==> src/rtl/audiodac_tone_sequencer.sv <==
// Test-tone sequencer for the LUT sine generator: paces generator reads with a sample-rate
// divider, optionally gates samples into on/off bursts, and drops samples on downstream stall.
module audiodac_tone_sequencer #(
    parameter int unsigned BW       = 16,
    parameter int unsigned LUT_SIZE = 6,
    parameter int unsigned DIV_W    = 12,
    parameter int unsigned CNT_W    = 8
) (
    input  logic                    clk_i,
    input  logic                    rst_i,
    input  logic                    start_i,
    input  logic                    stop_i,
    input  logic [DIV_W-1:0]        div_i,
    input  logic [LUT_SIZE-2:0]     step_i,
    input  logic [CNT_W-1:0]        burst_on_i,
    input  logic [CNT_W-1:0]        burst_off_i,
    input  logic signed [BW-1:0]    sine_data_i,
    output logic                    sine_rd_o,
    output logic                    sine_en_o,
    output logic [LUT_SIZE-2:0]     sine_step_o,
    output logic signed [BW-1:0]    data_o,
    output logic                    valid_o,
    input  logic                    ready_i,
    output logic                    busy_o,
    output logic [CNT_W-1:0]        overrun_cnt_o
);

    typedef enum logic [1:0] {StIdle, StOn, StOff, StDrain} state_e;

    state_e                 r_state;
    logic [DIV_W-1:0]       r_div;
    logic [DIV_W-1:0]       r_div_cnt;
    logic [LUT_SIZE-2:0]    r_step;
    logic [CNT_W-1:0]       r_burst_on;
    logic [CNT_W-1:0]       r_burst_off;
    logic [CNT_W-1:0]       r_burst_cnt;
    logic [CNT_W-1:0]       r_overrun;
    logic signed [BW-1:0]   r_data;
    logic                   r_valid;
    logic                   r_sine_en;

    logic                   w_running;
    logic                   w_tick;
    logic                   w_accept;
    logic                   w_slot_free;
    logic                   w_load;
    logic                   w_burst_mode;
    logic                   w_burst_done;
    logic [CNT_W-1:0]       w_burst_len;

    // stop_i suppresses the tick of its own cycle so nothing loads while shutting down
    assign w_running    = ((r_state == StOn) || (r_state == StOff)) && !stop_i;
    assign w_tick       = w_running && (r_div_cnt == r_div);
    assign w_accept     = r_valid && ready_i;
    assign w_slot_free  = !r_valid || ready_i;
    assign w_load       = w_tick && w_slot_free;
    assign w_burst_mode = (r_burst_on != '0) && (r_burst_off != '0);
    assign w_burst_len  = (r_state == StOn) ? r_burst_on : r_burst_off;
    assign w_burst_done = w_burst_mode && ((r_burst_cnt + CNT_W'(1)) == w_burst_len);

    // Generator only advances on sine loads, so the phase freezes during gaps and stalls
    assign sine_rd_o     = w_load && (r_state == StOn) && !rst_i;
    assign sine_en_o     = r_sine_en;
    assign sine_step_o   = r_step;
    assign data_o        = r_data;
    assign valid_o       = r_valid;
    assign busy_o        = (r_state != StIdle);
    assign overrun_cnt_o = r_overrun;

    always_ff @(posedge clk_i) begin
        if (rst_i) begin
            r_state     <= StIdle;
            r_div       <= '0;
            r_div_cnt   <= '0;
            r_step      <= '0;
            r_burst_on  <= '0;
            r_burst_off <= '0;
            r_burst_cnt <= '0;
            r_overrun   <= '0;
            r_data      <= '0;
            r_valid     <= 1'b0;
            r_sine_en   <= 1'b0;
        end else begin
            if (w_accept) begin
                r_valid <= 1'b0;
            end
            unique case (r_state)
                StIdle: begin
                    if (start_i && !stop_i) begin
                        r_div       <= div_i;
                        r_step      <= step_i;
                        r_burst_on  <= burst_on_i;
                        r_burst_off <= burst_off_i;
                        r_div_cnt   <= '0;
                        r_burst_cnt <= '0;
                        r_overrun   <= '0;
                        r_sine_en   <= 1'b1;
                        r_state     <= StOn;
                    end
                end
                StOn, StOff: begin
                    if (stop_i) begin
                        r_sine_en <= 1'b0;
                        r_state   <= (r_valid && !ready_i) ? StDrain : StIdle;
                    end else begin
                        r_div_cnt <= w_tick ? '0 : r_div_cnt + DIV_W'(1);
                        if (w_load) begin
                            r_valid <= 1'b1;
                            r_data  <= (r_state == StOn) ? sine_data_i : '0;
                            if (w_burst_done) begin
                                r_burst_cnt <= '0;
                                r_state     <= (r_state == StOn) ? StOff : StOn;
                            end else if (w_burst_mode) begin
                                r_burst_cnt <= r_burst_cnt + CNT_W'(1);
                            end
                        end else if (w_tick && (r_overrun != '1)) begin
                            r_overrun <= r_overrun + CNT_W'(1);
                        end
                    end
                end
                StDrain: begin
                    if (w_accept) begin
                        r_state <= StIdle;
                    end
                end
                default: r_state <= StIdle;
            endcase
        end
    end

endmodule

==> config.mk <==
export PLATFORM = sky130hd
export DESIGN_NAME = audiodac_tone_sequencer
export DESIGN_NICKNAME = d
export VERILOG_FILES = /design/src/rtl/audiodac_tone_sequencer.sv
export SDC_FILE = /design/constraint.sdc
export NUM_CORES = 1
export LEC_CHECK = 0
export BUFFER_PORTS_ARGS = -buffer_cell sky130_fd_sc_hd__buf_2
export CELL_PAD_IN_SITES_DETAIL_PLACEMENT = 1
export CELL_PAD_IN_SITES_GLOBAL_PLACEMENT = 2
export CORE_UTILIZATION = 32
export CTS_BUF_LIST = sky130_fd_sc_hd__clkbuf_16
export DETAILED_ROUTE_END_ITERATION = 8
export GPL_TIMING_DRIVEN = 1
export PLACE_DENSITY_LB_ADDON = 0.1
export SLEW_MARGIN = 30
export SYNTH_ARGS = -nofsm -noshare
export SYNTH_HDL_FRONTEND = slang
export SYNTH_SLANG_ARGS = --single-unit
==> constraint.sdc <==
create_clock -name clk_i -period 3.35 [get_ports clk_i]
set_input_delay 0.1675 -clock clk_i [delete_from_list [all_inputs] [get_ports clk_i]]
set_output_delay 0.1675 -clock clk_i [all_outputs]
set_load 0.01 [all_outputs]
Word level (Yosys, flattened, before mapping)

Index checks and enable logic that the tools add are counted.

Output and inout bits: 33
Register bits: 81

Reductions and logical operators: 30
$add $sub $neg: 3
Equal/unequal tests: 16
Bitwise logic cells: 1
Mux-type cells: 31

Operators by type and width:

| cell                  | count |
|---|---|
| $mux 8                | 9 |
| $mux 12               | 3 |
| $pmux 8 s2            | 2 |
| $pmux 12 s2           | 1 |
| $add 8x1->8 const B   | 2 |
| $mux 16               | 1 |
| $reduce_bool 8->1     | 2 |
| $mux 2                | 7 |
| $ne 2x2->1 const B    | 7 |
| $add 12x1->12 const B | 1 |
| $eq 12x12->1          | 1 |
| $logic_and 1x1->1     | 11 |
| $reduce_and 5->1      | 2 |
| $ne 3x3->1 const B    | 3 |
| $reduce_and 3->1      | 3 |
| $eq 8x8->1            | 1 |
| $ne 8x8->1 const B    | 1 |
| $mux 1                | 6 |
| $pmux 2 s3            | 1 |
| $eq 2x2->1 const B    | 2 |
| $logic_not 1->1       | 4 |
| $reduce_and 4->1      | 1 |
| $reduce_bool 2->1     | 2 |
| $eq 2x1->1 const B    | 1 |
| other kinds (6)       | 7 |

Depth between registers and ports, before layout

Gate-level depths: netlist (run 1).

Depth in word-level cells: 9
Mapped depth: 11
Depth with buffers taken out: 9

Least setup slack after synthesis (run 1)

OpenSTA, ideal clock, no wires.

Path kind: register to register
Start: register r_state[1]
End: register r_burst_cnt[2]
Required time: 3.236 ns
Setup slack: 1.032 ns
Stages on the path, launching flop included: 12
Arrival: 2.204 ns
Period minus slack after synthesis: 2.318 ns
Cell sequence: dfxtp_1 -> inv_1 -> ha_1 -> buf_6 -> buf_8 -> mux2i_1 -> xnor2_1 -> nand3_1 -> a2111o_1 -> o211ai_4 -> o21bai_1 -> a21o_1

Word-level cells in the longest chain between the ends: 8

RTL lines:

| item                     | RTL line   | RTL |
|---|---|---|
| start: declaration       | 30         | `state_e r_state;` |
| start signal: assignment | 72         | `r_state <= StIdle;` |
| start signal: assignment | 98         | `r_state <= StOn;` |
| start signal: assignment | 104        | `r_state <= (r_valid && !ready_i) ? StDrain : StIdle;` |
| $eq 2x1->1               | 52, 58, 87 |  |
| $mux 8                   | 58         | `assign w_burst_len = (r_state == StOn) ? r_burst_on : r_burst_off;` |
| $eq 8x8->1               | 59         | `assign w_burst_done = w_burst_mode && ((r_burst_cnt + CNT_W'(1)) == w_burst_len);` |
| $logic_and 1x1->1        | 59         |  |
| $mux 8                   | 110        | `if (w_burst_done) begin` |
| $mux 8                   | 107        | `if (w_load) begin` |
| $mux 8                   | 102        | `if (stop_i) begin` |
| $pmux 8 s2               | 87         | `unique case (r_state)` |
| end signal: assignment   | 114        | `r_burst_cnt <= r_burst_cnt + CNT_W'(1);` |
| end: declaration         | 36         | `logic [CNT_W-1:0] r_burst_cnt;` |

Several ways; a longest one is shown, not always the timed one. The select of a mux whose other input is x is not followed.
A chain may end at the register's enable or synchronous reset.

Worst setup path in the final report (run 1)

Start: register r_state[0]
End: output port sine_rd_o

Word-level cells in the longest chain between the ends: 7

RTL lines:

| item                                     | RTL line | RTL |
|---|---|---|
| $eq 2x1->1 or $eq 2x2->1 (tied branches) | 52, 62   |  |
| $logic_or 1x1->1                         | 52       | `assign w_running = ((r_state == StOn) \|\| (r_state == StOff)) && !stop_i;` |
| $logic_and 1x1->1                        | 52       |  |
| $logic_and 1x1->1                        | 53       | `assign w_tick = w_running && (r_div_cnt == r_div);` |
| $logic_and 1x1->1                        | 56       | `assign w_load = w_tick && w_slot_free;` |
| $logic_and 1x1->1 * (2 in series)        | 62       | `assign sine_rd_o = w_load && (r_state == StOn) && !rst_i;` |
| end: declaration                         | 18       | `output logic sine_rd_o,` |

Mark *: on every way between the ends. The rest lies on a longest branch, timed or not.

==> results of run 1 <==
-- cell type report --
class / count / area share (%)
clock inverter: 7 / 1.96
tap: 143 / 3.80
inverter: 11 / 0.876
clock buffer: 9 / 4.78
sequential: 81 / 34.4
timing repair buffer: 90 / 9.77
multi-input combinational: 338 / 44.4
-- metrics by stage --
| stage | setup slack, ns | util (%) | hold WS [ns] | power [mW] | cells |
|---|---|---|---|---|---|
| finish | 0.336 | 40.6 | 0.0407 | 2.51 | 679 |
| global route | 0.0550 | 40.6 | 0.0401 | 2.65 | 679 |
| CTS | 0.265 | 40.6 | 0.0243 | 2.56 | 679 |
| detailed placement | 0.510 | 37.9 | 0.389 | 1.48 | 663 |
| global placement | 0.596 | 37.9 | 0.390 | 1.47 | 663 |
| floorplan | 1.03 | - | 0.300 | 1.36 | 455 |
-- cell families after synthesis --
| group | share of synthesized area, % |
|---|---|
| adders and majority gates | 2.26 |
| muxes | 3.74 |
| DFF | 41.8 |
| and+or+nand+nor | 22.7 |
| xor gates and xnor gates | 8.13 |
| buffers and inverters | 4.20 |
| AOI/OAI and AO/OA | 17.1 |
-- worst paths after layout --
path                                       end  slack, ns  depth (start not counted)
worst max-delay path                 sine_rd_o       0.34                          8
worst min register to register  sine_step_o[2]       0.45                          2
worst max register to register  r_burst_cnt[2]       0.52                          9
worst min-delay path                 data_o[2]       0.04                          2
-- cell usage in the layout (no fill, tap or decap), drive strengths merged, types with 3 or more instances in the layout --
master / netlist / layout
nand2: 95 / 95
buf: 8 / 90
dfxtp: 81 / 81
a21oi: 50 / 50
nor2: 27 / 27
xor2: 23 / 23
nand3: 15 / 15
a22o: 14 / 14
xnor2: 13 / 13
o21ai: 13 / 13
inv: 11 / 12
mux2i: 11 / 11
and3: 9 / 9
clkbuf: 17 / 9
nor4: 9 / 9
ha: 7 / 7
nand4: 7 / 7
nand2b: 5 / 5
and4: 3 / 3
a21o: 3 / 3
o31ai: 3 / 3
-- report_power, final --
part           switching [mW]  internal [mW]
Sequential             0.0346           1.00
Combinational           0.249          0.161
Clock                   0.413          0.651
Total                   0.697           1.82
-- flip-flops by register name, summed over array words and instances (netlist names) --
signal / count
data_o: 16
r_div: 12
r_div_cnt: 12
overrun_cnt_o: 8
r_burst_cnt: 8
r_burst_off: 8
r_burst_on: 8
sine_step_o: 5
r_state: 2
sine_en_o: 1
valid_o: 1
-- metal layers --
layer	global-route usage, %	up-vias
met5	0	-
met2	27.9	80
met3	3.73	13
met1	22.6	1596
met4	7.47	0
li1	-	1737
==> out/metrics.cfg, run 1 <==
[routing]
routed.top_layer=met4
drt_pass1_iterations=6
first_iter_violations=110
drcViolationCount=8
ant_nets=0
met3_length_um=486
wl_met2_um=4530
vias_per_cell=5.05
drt_wl_total_um=10200
wl_met1_um=5030
wire_per_inst_um=15.1
vias=3426

[setup_path]
startpoint=r_state[0]
worstPathCellList=inv_1 > ha_1 > nand2b_1 > nor2_1 > nand4_2 > nor2_2 > and3_1 > buf_2
cp.buffers_inverters=2
cp.required_ns=3.18
start_kind=flip-flop
rr_startpoint=r_state[1]
arrival_ns=2.85
critPathCaptureType=output port
crit_fanout=15
cp_top_family=simple AND/OR/NAND/NOR gates
path_class=flip-flop to output port
max_stage_delay_ns=0.56
cp_slowest_cell=and3_1

[timing]
min_period_ns=3.01
rsz0062_at_grt=no
timing.final.hold_violations=0
max_freq_ghz=0.332
finalCritPeriodShare_pct=90.0
fin_skew_ns=0.00834
setup_viol=0
slew_viol_final=0
max_slew_margin_pct=38.9
fin_tns_setup_ns=0
worstMarginPinSlew_ns=0.913

[die]
rows=39
floorplan.initialDensity_pct=33.4
io_pins=87
die_h_um=112
die_x_um=112
die_area_mm2=0.0126
core_mm2=0.0116

[cts]
ctsRootBufferMaster=clkbuf_16
cts_tree=done
post_cts_buffers=0
htree_levels=3
cts.sinks=81
cts_hold_buf=0
clockBufferDepth=2
cts_resized=0
clk_latency_ns=0.34
cts_made_buffers=9
cts.reportedPaths.clkPinSlew_ns=0.06

[synthesis]
yosysWarnings=0
synth_nets=516
synth-edff-count=0
synthArstFlopShare_pct=0
ys_top_cells_by_count=nand2_1 (95), dfxtp_1 (81), a21oi_1 (50), nor2_1 (26), xor2_1 (23)
synth_ff_type=dfxtp_1
avgSynthCellArea_um2=8.52
synth_top_area_share_pct=41.8
netlist-cell-type-count=56
ys_seq_area_share_pct=41.8
yosysMostFrequentCell=nand2_1
syn-instance-count=455
synth_top_cell_by_area=dfxtp_1
synth_seq_cells=81
syn-cell-area_mm2=0.00388
synth.area.top_cells=dfxtp_1 (42%), nand2_1 (9.2%), a21oi_1 (6.5%), xor2_1 (5.2%), a22o_1 (3.2%)

[layout]
fin_area_mm2=0.00471
register_area_mm2=0.00162
layout.nets=592
synthToLayoutAreaGrowth_pct=21.6
n_fill_cell=1386
multi_input_area_mm2=0.00209
drive_above_1_share_pct=22.9
diodes=0

[status]
violations=DRC
status=finished with violations

[place]
placed_cell_area_mm2=0.00440
place_congestion=0.790
io_buffers=86
dp_hpwl_um=7460

[global_route]
grt_pass1_vias=3464
grt_remaining_overflow=0
antenna_found_initial=0
grt_max_degree=49
grt_use_total_pct=17.4
grt_pass1_wl_um=17200

[hold_path]
hold_class=input port to flip-flop
hold_start=sine_data_i[2]

[power_and_ir_drop]
leakage_nw=1.97
p_per_area_mw_per_mm2=533
vdd_drop_max_v=0.000239

[flow_run]
cap_violations=0

No activity file was read; power rests on OpenSTA's default activity.
==> run 2, diff against run 1 <==
- CELL_PAD_IN_SITES_GLOBAL_PLACEMENT: 2 -> 1
- CORE_UTILIZATION: 32 -> 40
==> run 2 against run 1 <==
The flow now finishes without violations. Register-to-register slack lost 0.11 ns. Wire length decreased by 3.1%. Via count increased by 1.4%. Maximum frequency increased by 1.8%. Power fell by 3.5%. Final cell count is 2.1% lower. Sequential share of layout area rose by 0.29 points. Clock power shrank 8%. Die area decreased by 20%. Largest cell class unchanged. Largest power group is now registers. Highest routed layer unchanged.
==> out/metrics.cfg, run 2 (synthesis gave the netlist of run 1 again) <==
[cts]
cts.sinks=81  ; unchanged
cts_made_buffers=9  ; unchanged
cts_resized=0  ; unchanged
clockBufferDepth=2  ; unchanged
post_cts_buffers=0  ; unchanged
htree_levels=3  ; unchanged
cts.reportedPaths.clkPinSlew_ns=0.06  ; about the same
clk_latency_ns=0.34  ; about the same
ctsRootBufferMaster=clkbuf_16
cts_tree=done
cts_hold_buf=0  ; unchanged

[layout]
drive_above_1_share_pct=22.8  ; -0.19 points
final_cell_mix=nand2_1 (95), buf_2 (86), dfxtp_1 (81), a21oi_1 (50), nor2_1 (25)
n_fill_cell=1144  ; -17%
diodes=0  ; unchanged
finalNonFillerCells=665  ; -2.1%
final_common_cell=nand2_1
layout.nets=592  ; unchanged
largest_reg_flops=16  ; unchanged
synthToLayoutAreaGrowth_pct=20.6

[timing]
timing.hold.ws_ns=0.0472  ; +0.00651 ns
max_slew_margin_pct=41.1  ; +2.2 points
fin_skew_ns=0.00666  ; -0.00167 ns
worstMarginPinSlew_ns=0.883  ; -0.0292 ns
rsz0062_at_grt=no
layout_setup_ws_ns=0.388  ; +0.0526 ns
fin_tns_setup_ns=0  ; unchanged
min_period_ns=2.96  ; -0.0526 ns
finalCritPeriodShare_pct=88.4  ; -1.6 points
timing.final.hold_violations=0  ; unchanged
setup_viol=0  ; unchanged
max_freq_ghz=0.338  ; +1.8%
slew_viol_final=0  ; unchanged

[die]
die_h_um=100  ; -10%
io_pins=87  ; unchanged
die_x_um=100  ; -10%
die_area_mm2=0.0101  ; -20%
rows=35  ; -10%
floorplan.initialDensity_pct=41.6  ; +8.2 points
core_mm2=0.00933  ; -20%

[global_route]
grt_max_degree=49  ; unchanged
grt_pass1_wl_um=16500  ; -3.7%
grt_pass1_vias=3451  ; -0.38%
grt_use_total_pct=20.8  ; +3.4 points
grt_remaining_overflow=0  ; unchanged
antenna_found_initial=0  ; unchanged

[routing]
ant_nets=0  ; unchanged
first_iter_violations=87  ; -21%
vias_per_cell=5.22  ; +3.5%
vias=3474  ; +1.4%
drt_pass1_iterations=4  ; -2
drcViolationCount=0  ; -8
wire_per_inst_um=14.9  ; -1.0%
drt_wl_total_um=9910  ; -3.1%

[power_and_ir_drop]
leakage_nw=1.97  ; -0.24%
p_per_area_mw_per_mm2=519  ; -2.7%
vdd_drop_max_v=0.000351  ; +47%

[setup_path]
cp.required_ns=3.18  ; about the same
critPathCaptureType=output port
crit_fanout=15  ; unchanged
start_kind=flip-flop
regToRegEndpoint=r_state[0]
arrival_ns=2.79  ; -0.06 ns
r2r_cells=9  ; unchanged
path_class=flip-flop to output port
rr_startpoint=r_state[1]
ff2ff_setup_slack_ns=0.41  ; -0.11 ns

[hold_path]
min_to=data_o[5]
hold_depth=2  ; unchanged
hold_class=input port to flip-flop
hold_start=sine_data_i[5]

[place]
dp_hpwl_um=7280  ; -2.5%
place_congestion=0.754  ; -4.6%
dp_cells=649  ; -2.1%
preCtsSetupSlack_ns=0.396  ; -0.114 ns
io_buffers=86  ; unchanged

[flow_run]
cap_violations=0  ; unchanged

[status]
status=finished, final reports clean

## run 2: changes by cell type in the layout (fill, tap and decap cells not counted)
cell / before / now
clkinv_4: 0 / 2
bufinv_16: 2 / 1
clkinv_2: 1 / 0
inv_1: 11 / 12
clkinvlp_4: 2 / 1
## run 2: through the flow
stage               total power [mW]  util [%]  area [µm²]
global route                    2.54      50.1        4680
floorplan                       1.36         -        3880
finish                          2.43      50.1        4680
CTS                             2.46      50.1        4680
global placement                1.46      46.9        4380
detailed placement              1.47      46.9        4380
## run 2: area by class of cell
type                    count  area [µm²]  area share [%]
repair buffers             90         460            9.85
flip-flops and latches     81        1620            34.7
clock buffers               9         225            4.82
clock inverters             7        71.3            1.53
well taps                 129         161            3.45
inverters                  11        41.3           0.883
multi-input cells         338        2090            44.8
## run 2: worst max-delay path by stage
stage | startpoint | to | slack (ns)
after floorplan | r_state[1] | r_burst_cnt[2] | 1.03
after global placement | r_state[1] | r_burst_cnt[2] | 0.50
after detailed placement | r_state[1] | r_burst_cnt[2] | 0.40
after CTS | r_state[0] | sine_rd_o | 0.37
after global routing | r_state[0] | sine_rd_o | 0.14
final | r_state[0] | sine_rd_o | 0.39
## run 2: worst max-delay path, stage by stage, from the launching register on
cell and delay, ns:
dfxtp_1 0.37, inv_1 0.10, ha_1 0.33, nand2b_1 0.10, nor2_1 0.13, nand4_2 0.33
nor2_2 0.33, and3_1 0.54, buf_2 0.23
## run 2: layer usage
| metal | vias up | GRT usage [%] | routed length [µm] |
|---|---|---|---|
| li1 | 1731 | - | - |
| met1 | 1641 | 26.0 | 4560 |
| met2 | 89 | 35.1 | 4730 |
| met3 | 13 | 4.32 | 464 |
| met4 | 0 | 8.14 | 155 |
| met5 | - | 0 | 0 |
## run 2: power breakdown
part | leakage [nW] | switching (mW) | internal (mW)
clock network | 0.145 | 0.397 | 0.577
registers | 0.656 | 0.0373 | 1.00
logic | 1.17 | 0.251 | 0.160
==> run 3, diff against run 2 <==
- BUFFER_PORTS_ARGS: -buffer_cell sky130_fd_sc_hd__buf_2 -> not set
- CORE_UTILIZATION: 40 -> 39
- DONT_BUFFER_PORTS: not set -> 1
==> run 3 against run 2 <==
Final cell count is 4.5% lower. Non-clock buffer count shrank 34. Sequential share of layout area shrank 0.60 points. Flip-flop and latch count unchanged. Power shrank 1.2%. First-iteration DRC count is 26% lower. Combinational power about the same. Core utilization fell by 0.99 points. Global-route usage shrank 0.62 points.
==> out/metrics.cfg, run 3 (synthesis gave the netlist of run 1 again) <==
[setup_path]
arrival_ns=3.09  ; +0.30 ns
start_kind=flip-flop
startpoint=r_state[1]
cp.required_ns=3.59  ; +0.41 ns
crit_fanout=10  ; -5
rr_startpoint=r_state[1]
critPathCaptureType=flip-flop
path_class=flip-flop to flip-flop

[cts]
clk_latency_ns=0.34  ; about the same
cts_made_buffers=9  ; unchanged
cts_tree=done
ctsRootBufferMaster=clkbuf_16
htree_levels=3  ; unchanged
post_cts_buffers=0  ; unchanged
cts.sinks=81  ; unchanged
cts_hold_buf=50  ; +50
clockBufferDepth=2  ; unchanged
cts_resized=0  ; unchanged
cts.reportedPaths.clkPinSlew_ns=0.07  ; about the same

[timing]
layout_setup_ws_ns=0.500  ; +0.111 ns
fin_skew_ns=0.00676  ; +0.000100 ns
rsz0062_at_grt=no
setup_viol=0  ; unchanged
worstMarginPinSlew_ns=0.727  ; -0.156 ns
timing.final.hold_violations=0  ; unchanged
min_period_ns=2.85  ; -0.111 ns
finalCritPeriodShare_pct=85.1  ; -3.3 points
fin_tns_setup_ns=0  ; unchanged
max_freq_ghz=0.351  ; +3.9%
timing.hold.ws_ns=0.0405  ; -0.00677 ns
max_slew_margin_pct=51.4  ; +10 points
slew_viol_final=0  ; unchanged

[global_route]
antenna_found_initial=0  ; unchanged
grt_pass1_vias=3281  ; -4.9%
grt_pass1_wl_um=16200  ; -2.3%
grt_max_degree=45  ; -8.2%
grt_use_total_pct=20.2  ; -0.62 points
grt_remaining_overflow=0  ; unchanged

[layout]
final_common_cell=nand2_1
diodes=0  ; unchanged
drive_above_1_share_pct=8.17  ; -15 points
final_cell_mix=nand2_1 (95), dfxtp_1 (81), a21oi_1 (50), dlygate4sd3_1 (49), nor2_1 (25)
synthToLayoutAreaGrowth_pct=22.8
n_fill_cell=1127  ; -1.5%
layout.nets=558  ; -5.7%
largest_reg_flops=16  ; unchanged
fin_area_mm2=0.00476  ; +1.8%
fin_util_pct=49.1  ; -0.99 points

[power_and_ir_drop]
p_per_area_mw_per_mm2=504  ; -3.0%
leakage_nw=1.79  ; -9.0%
vdd_drop_max_v=0.000244  ; -31%

[hold_path]
hold_start=rst_i
hold_class=input port to flip-flop

[routing]
vias=3309  ; -4.7%
wire_per_inst_um=15.9  ; +6.9%
vias_per_cell=5.21  ; -0.25%
drt_pass1_iterations=4  ; unchanged
first_iter_violations=64  ; -26%
drcViolationCount=0  ; unchanged
ant_nets=0  ; unchanged
drt_wl_total_um=10100  ; +2.1%

[die]
io_pins=87  ; unchanged
die_area_mm2=0.0103  ; +2.5%
core_mm2=0.00968  ; +3.8%
floorplan.initialDensity_pct=40.0  ; -1.5 points
rows=36  ; +2.9%
die_x_um=102  ; +1.2%
die_h_um=102  ; +1.2%

[place]
place_congestion=0.769  ; +2.1%
io_buffers=0  ; -100%
placed_cell_area_mm2=0.00397  ; -9.4%
preCtsSetupSlack_ns=0.471  ; +0.0753 ns
dp_hpwl_um=6770  ; -7.0%

[status]
status=finished, final reports clean

[flow_run]
cap_violations=0  ; unchanged

## run 3: changes by cell type in the layout (fill, tap and decap cells not counted), sizes merged
cell,previous run,this run
bufinv,1,0
buf,90,7
dlygate4sd3,0,49
clkinvlp,1,2
## run 3: path summary, 6_finish.rpt
check                                 endpoint  slack [ns]  depth (start not counted)
worst max-delay path            r_burst_cnt[2]        0.50                          9
worst min-delay path                r_state[1]        0.04                          2
worst max register to register  r_burst_cnt[2]        0.50                          9
worst min register to register       r_div[11]        0.47                          2
## run 3: layer usage
| layer | wire (µm) | track usage (%) | up-vias |
|---|---|---|---|
| met5 | 0 | 0 | - |
| met4 | 106 | 5.69 | 0 |
| met3 | 538 | 5.38 | 9 |
| met2 | 4770 | 33.8 | 71 |
| met1 | 4700 | 25.5 | 1566 |
| li1 | - | - | 1663 |
## run 3: report_power, final
group / internal [mW] / switching [mW] / leakage (nW)
combinational: 0.174 / 0.237 / 1.00
sequential: 1.00 / 0.0434 / 0.656
clock: 0.509 / 0.429 / 0.134
## run 3: worst max-delay path: stages, from the launching register on
cell	delay, ns
dfxtp_1	0.32
inv_1	0.10
ha_1	0.56
mux2i_4	0.37
and3_1	0.20
o221ai_2	0.15
a2111o_1	0.45
o211ai_4	0.32
o21bai_1	0.10
a21o_1	0.18
## run 3: area by class of cell
| class | instances | area [µm²] | share of cell area, % |
|---|---|---|---|
| multi-input combinational | 338 | 2090 | 44.0 |
| sequential | 81 | 1620 | 34.1 |
| timing repair buffer | 56 | 556 | 11.7 |
| clock buffer | 9 | 225 | 4.73 |
| tap | 133 | 166 | 3.50 |
| clock inverter | 7 | 53.8 | 1.13 |
| inverter | 11 | 41.3 | 0.868 |
## run 3: per-stage QoR
stage                     total power, mW  instances
after floorplan                      1.36        455
after global placement               1.41        569
after detailed placement             1.43        569
after CTS                            2.42        635
after global routing                 2.52        635
final                                2.40        635
